File: src/rtl/regbank_ctrl.sv
// Register-bank write/read controller: logical-to-physical index mapping by CPU
// mode, two arbitrated write ports, and a three-step exception entry sequencer.
module regbank_ctrl #(
   parameter logic [31:0] RESET_CPSR = 32'h0000_00D3
) (
   input  logic        clk,
   input  logic        reset,
   input  logic [4:0]  rd1_lidx,
   input  logic [4:0]  rd2_lidx,
   output logic [4:0]  bank_ridx1,
   output logic [4:0]  bank_ridx2,
   input  logic        alu_wvalid,
   input  logic [4:0]  alu_widx,
   input  logic [31:0] alu_wdata,
   output logic        alu_wready,
   input  logic        ld_wvalid,
   input  logic [4:0]  ld_widx,
   input  logic [31:0] ld_wdata,
   output logic        ld_wready,
   input  logic        exc_req,
   input  logic [1:0]  exc_type,
   input  logic [31:0] exc_ret_addr,
   output logic        exc_busy,
   output logic        exc_done,
   output logic        bank_we,
   output logic [4:0]  bank_widx,
   output logic [31:0] bank_wdata,
   output logic [4:0]  mode
);

   localparam logic [4:0] MODE_SVC = 5'h13;
   localparam logic [4:0] MODE_ABT = 5'h17;
   localparam logic [4:0] MODE_IRQ = 5'h12;
   localparam logic [4:0] MODE_UND = 5'h1B;
   localparam logic [4:0] IDX_CPSR = 5'd16;

   typedef enum logic [2:0] {
      ST_INIT,
      ST_IDLE,
      ST_SPSR,
      ST_LR,
      ST_CPSR,
      ST_DONE
   } state_t;

   // First physical index of the banked r13/r14/SPSR triple; 0 = mode has no bank.
   function automatic logic [4:0] f_mode_base(input logic [4:0] md);
      case (md)
         MODE_SVC: f_mode_base = 5'd17;
         MODE_ABT: f_mode_base = 5'd20;
         MODE_IRQ: f_mode_base = 5'd23;
         MODE_UND: f_mode_base = 5'd26;
         default:  f_mode_base = 5'd0;
      endcase
   endfunction

   function automatic logic [4:0] f_rmap(input logic [4:0] lidx, input logic [4:0] md);
      logic [4:0] base;
      base = f_mode_base(md);
      if (lidx <= 5'd12 || lidx == 5'd15 || lidx == IDX_CPSR) begin
         f_rmap = lidx;
      end else if (lidx == 5'd13 || lidx == 5'd14) begin
         f_rmap = (base != 5'd0) ? base + {4'd0, ~lidx[0]} : lidx;
      end else if (lidx == 5'd17) begin
         f_rmap = (base != 5'd0) ? base + 5'd2 : IDX_CPSR;
      end else begin
         f_rmap = 5'd0;
      end
   endfunction

   function automatic logic f_wkeep(input logic [4:0] lidx, input logic [4:0] md);
      f_wkeep = (lidx <= 5'd16) || (lidx == 5'd17 && f_mode_base(md) != 5'd0);
   endfunction

   function automatic logic [4:0] f_exc_base(input logic [1:0] t);
      case (t)
         2'd0:    f_exc_base = 5'd17;
         2'd1:    f_exc_base = 5'd20;
         2'd2:    f_exc_base = 5'd23;
         default: f_exc_base = 5'd26;
      endcase
   endfunction

   function automatic logic [4:0] f_exc_mode(input logic [1:0] t);
      case (t)
         2'd0:    f_exc_mode = MODE_SVC;
         2'd1:    f_exc_mode = MODE_ABT;
         2'd2:    f_exc_mode = MODE_IRQ;
         default: f_exc_mode = MODE_UND;
      endcase
   endfunction

   state_t      r_state;
   logic [31:0] r_shadow;
   logic [1:0]  r_exc_type;
   logic [31:0] r_ret_addr;
   logic [31:0] r_cap_cpsr;

   logic        w_we;
   logic [4:0]  w_widx;
   logic [31:0] w_wdata;
   logic        w_ld_rdy;
   logic        w_alu_rdy;
   logic        w_busy;
   logic [4:0]  w_tbase;

   assign mode       = r_shadow[4:0];
   assign bank_ridx1 = f_rmap(rd1_lidx, mode);
   assign bank_ridx2 = f_rmap(rd2_lidx, mode);
   assign w_tbase    = f_exc_base(r_exc_type);

   always_comb begin
      w_we      = 1'b0;
      w_widx    = '0;
      w_wdata   = '0;
      w_ld_rdy  = 1'b0;
      w_alu_rdy = 1'b0;
      w_busy    = 1'b0;
      case (r_state)
         ST_INIT: begin
            w_we    = 1'b1;
            w_widx  = IDX_CPSR;
            w_wdata = RESET_CPSR;
         end
         ST_IDLE, ST_DONE: begin
            w_ld_rdy  = !(r_state == ST_IDLE && exc_req);
            w_alu_rdy = w_ld_rdy && !ld_wvalid;
            if (r_state == ST_IDLE && exc_req) begin
               w_busy = 1'b1;
            end else if (ld_wvalid) begin
               w_we    = f_wkeep(ld_widx, mode);
               w_widx  = f_rmap(ld_widx, mode);
               w_wdata = ld_wdata;
            end else if (alu_wvalid) begin
               w_we    = f_wkeep(alu_widx, mode);
               w_widx  = f_rmap(alu_widx, mode);
               w_wdata = alu_wdata;
            end
         end
         ST_SPSR: begin
            w_busy  = 1'b1;
            w_we    = 1'b1;
            w_widx  = w_tbase + 5'd2;
            w_wdata = r_cap_cpsr;
         end
         ST_LR: begin
            w_busy  = 1'b1;
            w_we    = 1'b1;
            w_widx  = w_tbase + 5'd1;
            w_wdata = r_ret_addr;
         end
         ST_CPSR: begin
            w_busy  = 1'b1;
            w_we    = 1'b1;
            w_widx  = IDX_CPSR;
            w_wdata = {r_cap_cpsr[31:8], 1'b1, r_cap_cpsr[6], 1'b0, f_exc_mode(r_exc_type)};
         end
         default: ;
      endcase
   end

   // Outputs are gated by reset so they drop asynchronously, not at the next edge.
   assign bank_we    = reset && w_we;
   assign bank_widx  = bank_we ? w_widx  : '0;
   assign bank_wdata = bank_we ? w_wdata : '0;
   assign ld_wready  = reset && w_ld_rdy;
   assign alu_wready = reset && w_alu_rdy;
   assign exc_busy   = reset && w_busy;
   assign exc_done   = reset && (r_state == ST_DONE);

   always_ff @(posedge clk or negedge reset) begin
      if (!reset) begin
         r_state    <= ST_INIT;
         r_shadow   <= RESET_CPSR;
         r_exc_type <= '0;
         r_ret_addr <= '0;
         r_cap_cpsr <= '0;
      end else begin
         if (bank_we && bank_widx == IDX_CPSR)
            r_shadow <= bank_wdata;
         case (r_state)
            ST_INIT: r_state <= ST_IDLE;
            ST_IDLE: begin
               if (exc_req) begin
                  r_exc_type <= exc_type;
                  r_ret_addr <= exc_ret_addr;
                  r_cap_cpsr <= r_shadow;
                  r_state    <= ST_SPSR;
               end
            end
            ST_SPSR: r_state <= ST_LR;
            ST_LR:   r_state <= ST_CPSR;
            ST_CPSR: r_state <= ST_DONE;
            ST_DONE: r_state <= ST_IDLE;
            default: r_state <= ST_INIT;
         endcase
      end
   end

endmodule

File: config.mk
export PLATFORM = sky130hd
export DESIGN_NAME = regbank_ctrl
export DESIGN_NICKNAME = d
export VERILOG_FILES = /design/src/rtl/regbank_ctrl.sv
export SDC_FILE = /design/constraint.sdc
export NUM_CORES = 1
export LEC_CHECK = 0
export ABC_AREA = 0
export CAP_MARGIN = 10
export CORE_MARGIN = 2
export CORE_UTILIZATION = 52
export DETAILED_ROUTE_END_ITERATION = 10
export GPL_ROUTABILITY_DRIVEN = 0
export GPL_TIMING_DRIVEN = 0
export PLACE_DENSITY = 0.86
export SYNTH_ARGS = -nofsm -noshare
export SYNTH_HDL_FRONTEND = slang
export SYNTH_SLANG_ARGS = --single-unit
File: constraint.sdc
create_clock -name clk -period 6.45 [get_ports clk]
set_input_delay 1.29 -clock clk [delete_from_list [all_inputs] [get_ports clk]]
set_output_delay 1.29 -clock clk [all_outputs]
set_load 0.01 [all_outputs]
Yosys cells after proc, flatten, opt, wreduce, memory -nomap -nowiden:

Index checks and enable logic that the tools add are counted.

* logic and storage cells: 143
* flip-flop bits (word level): 101
* bits of input ports: 123

* $add $sub $neg: 9
* reduce and logical (&&, ||, !) cells: 37
* equality and inequality tests: 33
* bitwise logic cells: 4
* multiplexer cells: 49
* $lt $le $gt $ge: 6

Operator list (count)
* $pmux 32 s5: 1
* $mux 5: 30
* $mux 32: 4
* $eq 5x5->1 const B: 13
* $eq 5x4->1 const B: 12
* $pmux 5 s4: 2
* $pmux 4 s3: 2
* $add 5x1->5: 4
* $add 5x2->5 const B: 4
* $le 5x4->1 const B: 4
* $pmux 3 s5: 1
* $reduce_bool 5->1: 3
* $logic_or 1x1->1: 14
* $le 5x5->1 const B: 2
* $logic_and 1x1->1: 10
* $eq 3x2->1 const B: 2
* $eq 3x3->1 const B: 2
* $mux 1: 6
* $reduce_or 2->1: 3
* $add 5x1->5 const B: 1
* $not 1->1: 4
* $pmux 1 s2: 2
* $reduce_or 4->1: 1
* $eq 3x1->1 const B: 1
* other kinds (9): 10

Longest topological paths before layout:

* depth in word-level cells: 18
* gate-level depth with buffers: 14
* depth with buffers taken out: 12

Worst setup path after synthesis:

OpenSTA, ideal clock, no wires.

* path type: flip-flop to output port
* from: register r_shadow[1]
* to: output bank_widx[3]
* arrival time: 3104 ps
* stages on the path, launching flop included: 13
* path slack: 2056 ps
* cells stage by stage: dfstp_2 > and2_1 > clkbuf_1 > o21ai_0 > a211oi_1 > ha_1 > clkbuf_1 > inv_1 > o41ai_1 > a221oi_1 > o32ai_1 > o31ai_1 > nor2_1

* word-level cells in the longest chain between the ends: 16
* elaborated cells between the ends (all ways): 42

RTL lines
* start, declared: RTL line 94 `logic [31:0] r_shadow;`
* start signal, assigned: RTL line 180 `r_shadow <= bank_wdata;`
* $eq 5x5->1: RTL line 48 `case (md)`
* $pmux 5 s4 (*): RTL line 48
* $mux 5: RTL line 134 `end else if (alu_wvalid) begin`
* $mux 5: RTL line 130 `end else if (ld_wvalid) begin`
* $mux 5: RTL line 128 `if (r_state == ST_IDLE && exc_req) begin`
* $mux 5: RTL line 119 `case (r_state)`
* $add 5x2->5 / $reduce_bool 5->1 (equally long branches): RTL line 65, 63, 72
* $mux 5: RTL line 65 `f_rmap = (base != 5'd0) ? base + 5'd2 : IDX_CPSR;`
* $mux 5: RTL line 64 `end else if (lidx == 5'd17) begin`
* $mux 5: RTL line 62 `end else if (lidx == 5'd13 || lidx == 5'd14) begin`
* $mux 5: RTL line 60 `if (lidx <= 5'd12 || lidx == 5'd15 || lidx == IDX_CPSR) begin`
* $mux 5: RTL line 134
* $mux 5: RTL line 130
* $mux 5: RTL line 128
* $pmux 5 s4: RTL line 119
* $mux 5 (*): RTL line 164 `assign bank_widx = bank_we ? w_widx : '0;`
* end, declared: RTL line 26 `output logic [4:0] bank_widx,`

Every way passes the cells marked *; elsewhere a longest branch is shown, timed or not. The select of a mux whose other input is x is not followed.

Worst setup path after layout:

* from: register r_shadow[4]
* to: output bank_widx[3]

The elaborated chain is that of the path after synthesis.

==> impl_metrics.toml <==
[timing]
finalCritPeriodShare = 0.9232
clock_skew_ns = 0.008864
worst-slew-pin-transition_ns = 0.8039
layout_min_cycle_time_ns = 5.955
max_clock_freq_mhz = 167.9
hold_viol_final = 0
slew_viol_final = 0
setup_repair_after_global_routing_missed_its_margin = "false"
worst_hold_slack_ns = 0.4815
setup_viol = 0
max-slew-margin-rel = 0.4641

[final_layout]
utilization = 0.7206
antenna_cells_inserted = 0
layout.area.seq_um2 = 2534
fillers = 857
area_growth_pct = 36.57
multiInputGateArea_um2 = 3368
drive_above_1_share = 0.1336
net_count_reported_at_finish = 985

[synthesis]
synth-main-ff-cell = "dfrtp_1"
asyncSetResetFlopFracSynth = 1.000
post_synthesis_cells = 661
netlist_top_cells_area = "dfrtp_1, mux2_2, nor2_1"
synthDominantAreaCellType = "dfrtp_1"
postSynthRegisterBits = 101
syn_area_per_cell_um2 = 9.468
synth_top_area_share = 0.3838
synth-warning-count = 0
synth-edff-count = 0
mappedNetlistArea_um2 = 6259
synthesis.nets = 798
yosysUniqueCellTypes = 63
seq_area_frac_synth = 0.4048

[power]
internal_power_mw = 2.165
p_sw_mw = 1.504
power_switching_share = 0.4099
power.clock.fraction = 0.160
combinationalPowerShare = 0.529
ir_drop_v = 0.0002245
power.density_cell_area_nw_per_um2 = 429.3
sequentialPowerShare = 0.312
power_leakage_nw = 3.650

[routing]
drt_pass1_iterations = 8
route.detailed.wl_per_inst_um = 20.35
detail-route-antenna-nets = 0
dr.first_iter.drc_count = 625
routed_via_count_divided_by_cell_count = 6.289
drc_errors = 0
route.final.wire_length_um = 20350
detailroute.via_count = 6289

[setup_path]
path_class = "reg2out"
timing.critical_path.fanout_max = 10
critPathRequiredTime_ns = 5.16
timing.rr.start = "r_shadow[4]"
critical_path.startpoint = "r_shadow[4]"
timing.critical_path.arrival_ns = 4.66
worstSetupStartpointType = "flop"
end_kind = "output pin"

[clocking]
ctsHoldBuffers = 0
h-tree-depth = 3
cts_tree = "built"
clk_pin_slew_worst_paths_ns = 0.07
numCtsBuffers = 9
clock_path_buffers = 2
numClockSinks = 101
cts-root-buf = "clkbuf_16"
clk-insertion-delay-late_ns = 0.35

[die]
die-area_um2 = 12930
starting_density_of_the_core = 0.5276
die_height_um = 113.7
top_level_ports = 180
placement_rows = 40
fp.dieW_um = 113.7
fp.coreArea_um2 = 11860

[global_route]
grt_pass1_wl_um = 32060
number_of_antenna_violations_at_the_first_check_in_global_routing = 0
pin_count_of_the_biggest_net_entering_global_routing = 58
grt_use_total = 0.3154
grt_pass1_vias = 6496
grt_remaining_overflow = 0

[worst_hold_path]
hold_start = "r_shadow[7]"
hold_path.class = "reg2reg"

[outcome]
run_status = "finished, final reports clean"

[placed_design]
portBuffers = 175
hpwlAfterDp_um = 15020

[job]
drv_cap = 0
## state kept, by name, summed over array words and instances, names as in the netlist
name	cells
r_cap_cpsr	32
r_ret_addr	32
r_shadow	32
r_state	3
r_exc_type	2
## power by group through the flow
stage	clock network (mW)	registers (mW)	logic [mW]
6_report	0.587	1.14	1.94
5_1_grt	0.620	1.17	2.09
4_1_cts	0.592	1.13	1.91
3_5_place_dp	0	1.14	1.89
3_3_place_gp	0	1.11	1.80
2_1_floorplan	0	1.07	1.26
## stage by stage
step	area, um2	cells	total power [mW]	TNS, ns	worst slack, ns
2_1_floorplan	6259	661	2.325	0	2.056
3_3_place_gp	8194	983	2.913	-88.62	-2.041
3_5_place_dp	8219	984	3.027	0	0.6585
4_1_cts	8542	1000	3.636	0	0.3813
5_1_grt	8547	1000	3.882	0	0.2385
6_report	8547	1000	3.670	0	0.4951
## critical path, cell delays in order (launching register included)
cell	delay (ns)
dfstp_2	0.60
and2_1	0.19
clkbuf_1	0.38
o21ai_0	0.20
a211oi_2	0.48
ha_1	0.23
clkbuf_1	0.32
inv_1	0.10
o41ai_1	0.41
a221oi_1	0.17
o32ai_1	0.32
o31ai_1	0.16
nor2_1	0.19
clkdlybuf4s50_1	0.57
## cells in the mapped netlist (all sizes together) (5+ instances only)
library cell and count:
nand2b 8, nor3 13, dfrtp 96, o21ai 22, nand3 11, buf 16, a22oi 33, a211oi 5
nor2b 8, a221oi 26, dfstp 5, ha 13, a21oi 31, clkbuf 32, xnor2 6, nor2 98
a31oi 6, mux2 71, inv 40, mux2i 27, nand2 30
## cell families after synthesis
logic type      Yosys count  share of synthesized area
compound gates          164                     0.1861
fa+ha+maj                14                    0.02919
flops                   101                     0.4048
simple gates            189                     0.1377
xor+xnor                  7                   0.009796
mux                      98                     0.1745
buf+inv                  88                    0.05778
## worst paths after layout
path | endpoint | slack, ns | cells past startpoint
worst max register to register | r_shadow[23] | 1.84 | 13
worst max-delay path | bank_widx[3] | 0.50 | 13
worst min register to register | r_shadow[7] | 0.48 | 2
worst min-delay path | r_shadow[7] | 0.48 | 2
min in group asynchronous | r_ret_addr[17] | 1.00 | 1
max in group asynchronous | r_shadow[7] | 4.70 | 2
## cell usage in the layout (no fill, tap or decap), types with 4 or more instances in the layout
cell type        synthesis  layout
clkdlybuf4s50_1          0     174
nor2_1                  98      98
dfrtp_1                 96      96
mux2_2                  65      65
inv_1                   40      40
a22oi_1                 33      33
clkbuf_1                32      32
a21oi_1                 31      31
nand2_1                 29      29
mux2i_1                 27      27
a221oi_1                26      26
o21ai_0                 21      21
ha_1                    13      13
nor3_1                  12      12
nand3_1                 11      11
clkbuf_16                0       9
nand2b_1                 8       8
nor2b_1                  8       8
xnor2_1                  6       6
a31oi_1                  6       6
buf_1                    6       6
mux2_4                   6       6
buf_4                    5       6
dfstp_2                  5       5
a211oi_1                 5       4
o32ai_1                  4       4
or3_1                    4       4
buf_2                    4       4
## timing repair
action | CTS | global route
hold endpoints to repair | 0 | 0
gates resized for setup | 0 | 1
setup buffers | 0 | 0
endpoints found under the setup margin | 0 | 1
## metal layers
metal,vias up,global-route usage,wire [um]
met5,-,0,0
met4,0,0.1715,883
met3,81,0.06801,1790
met2,393,0.5357,10010
met1,3039,0.3746,7662
li1,2776,-,-
## cell type report
cell class / count / area share
sequential: 101 / 0.2964
clock buffer: 9 / 0.02635
multi-input combinational: 472 / 0.3941
buffer: 48 / 0.02474
tap: 147 / 0.02152
inverter: 40 / 0.01757
clock inverter: 7 / 0.01142
timing repair buffer: 176 / 0.2079
Power figures use the tool's default switching activity.
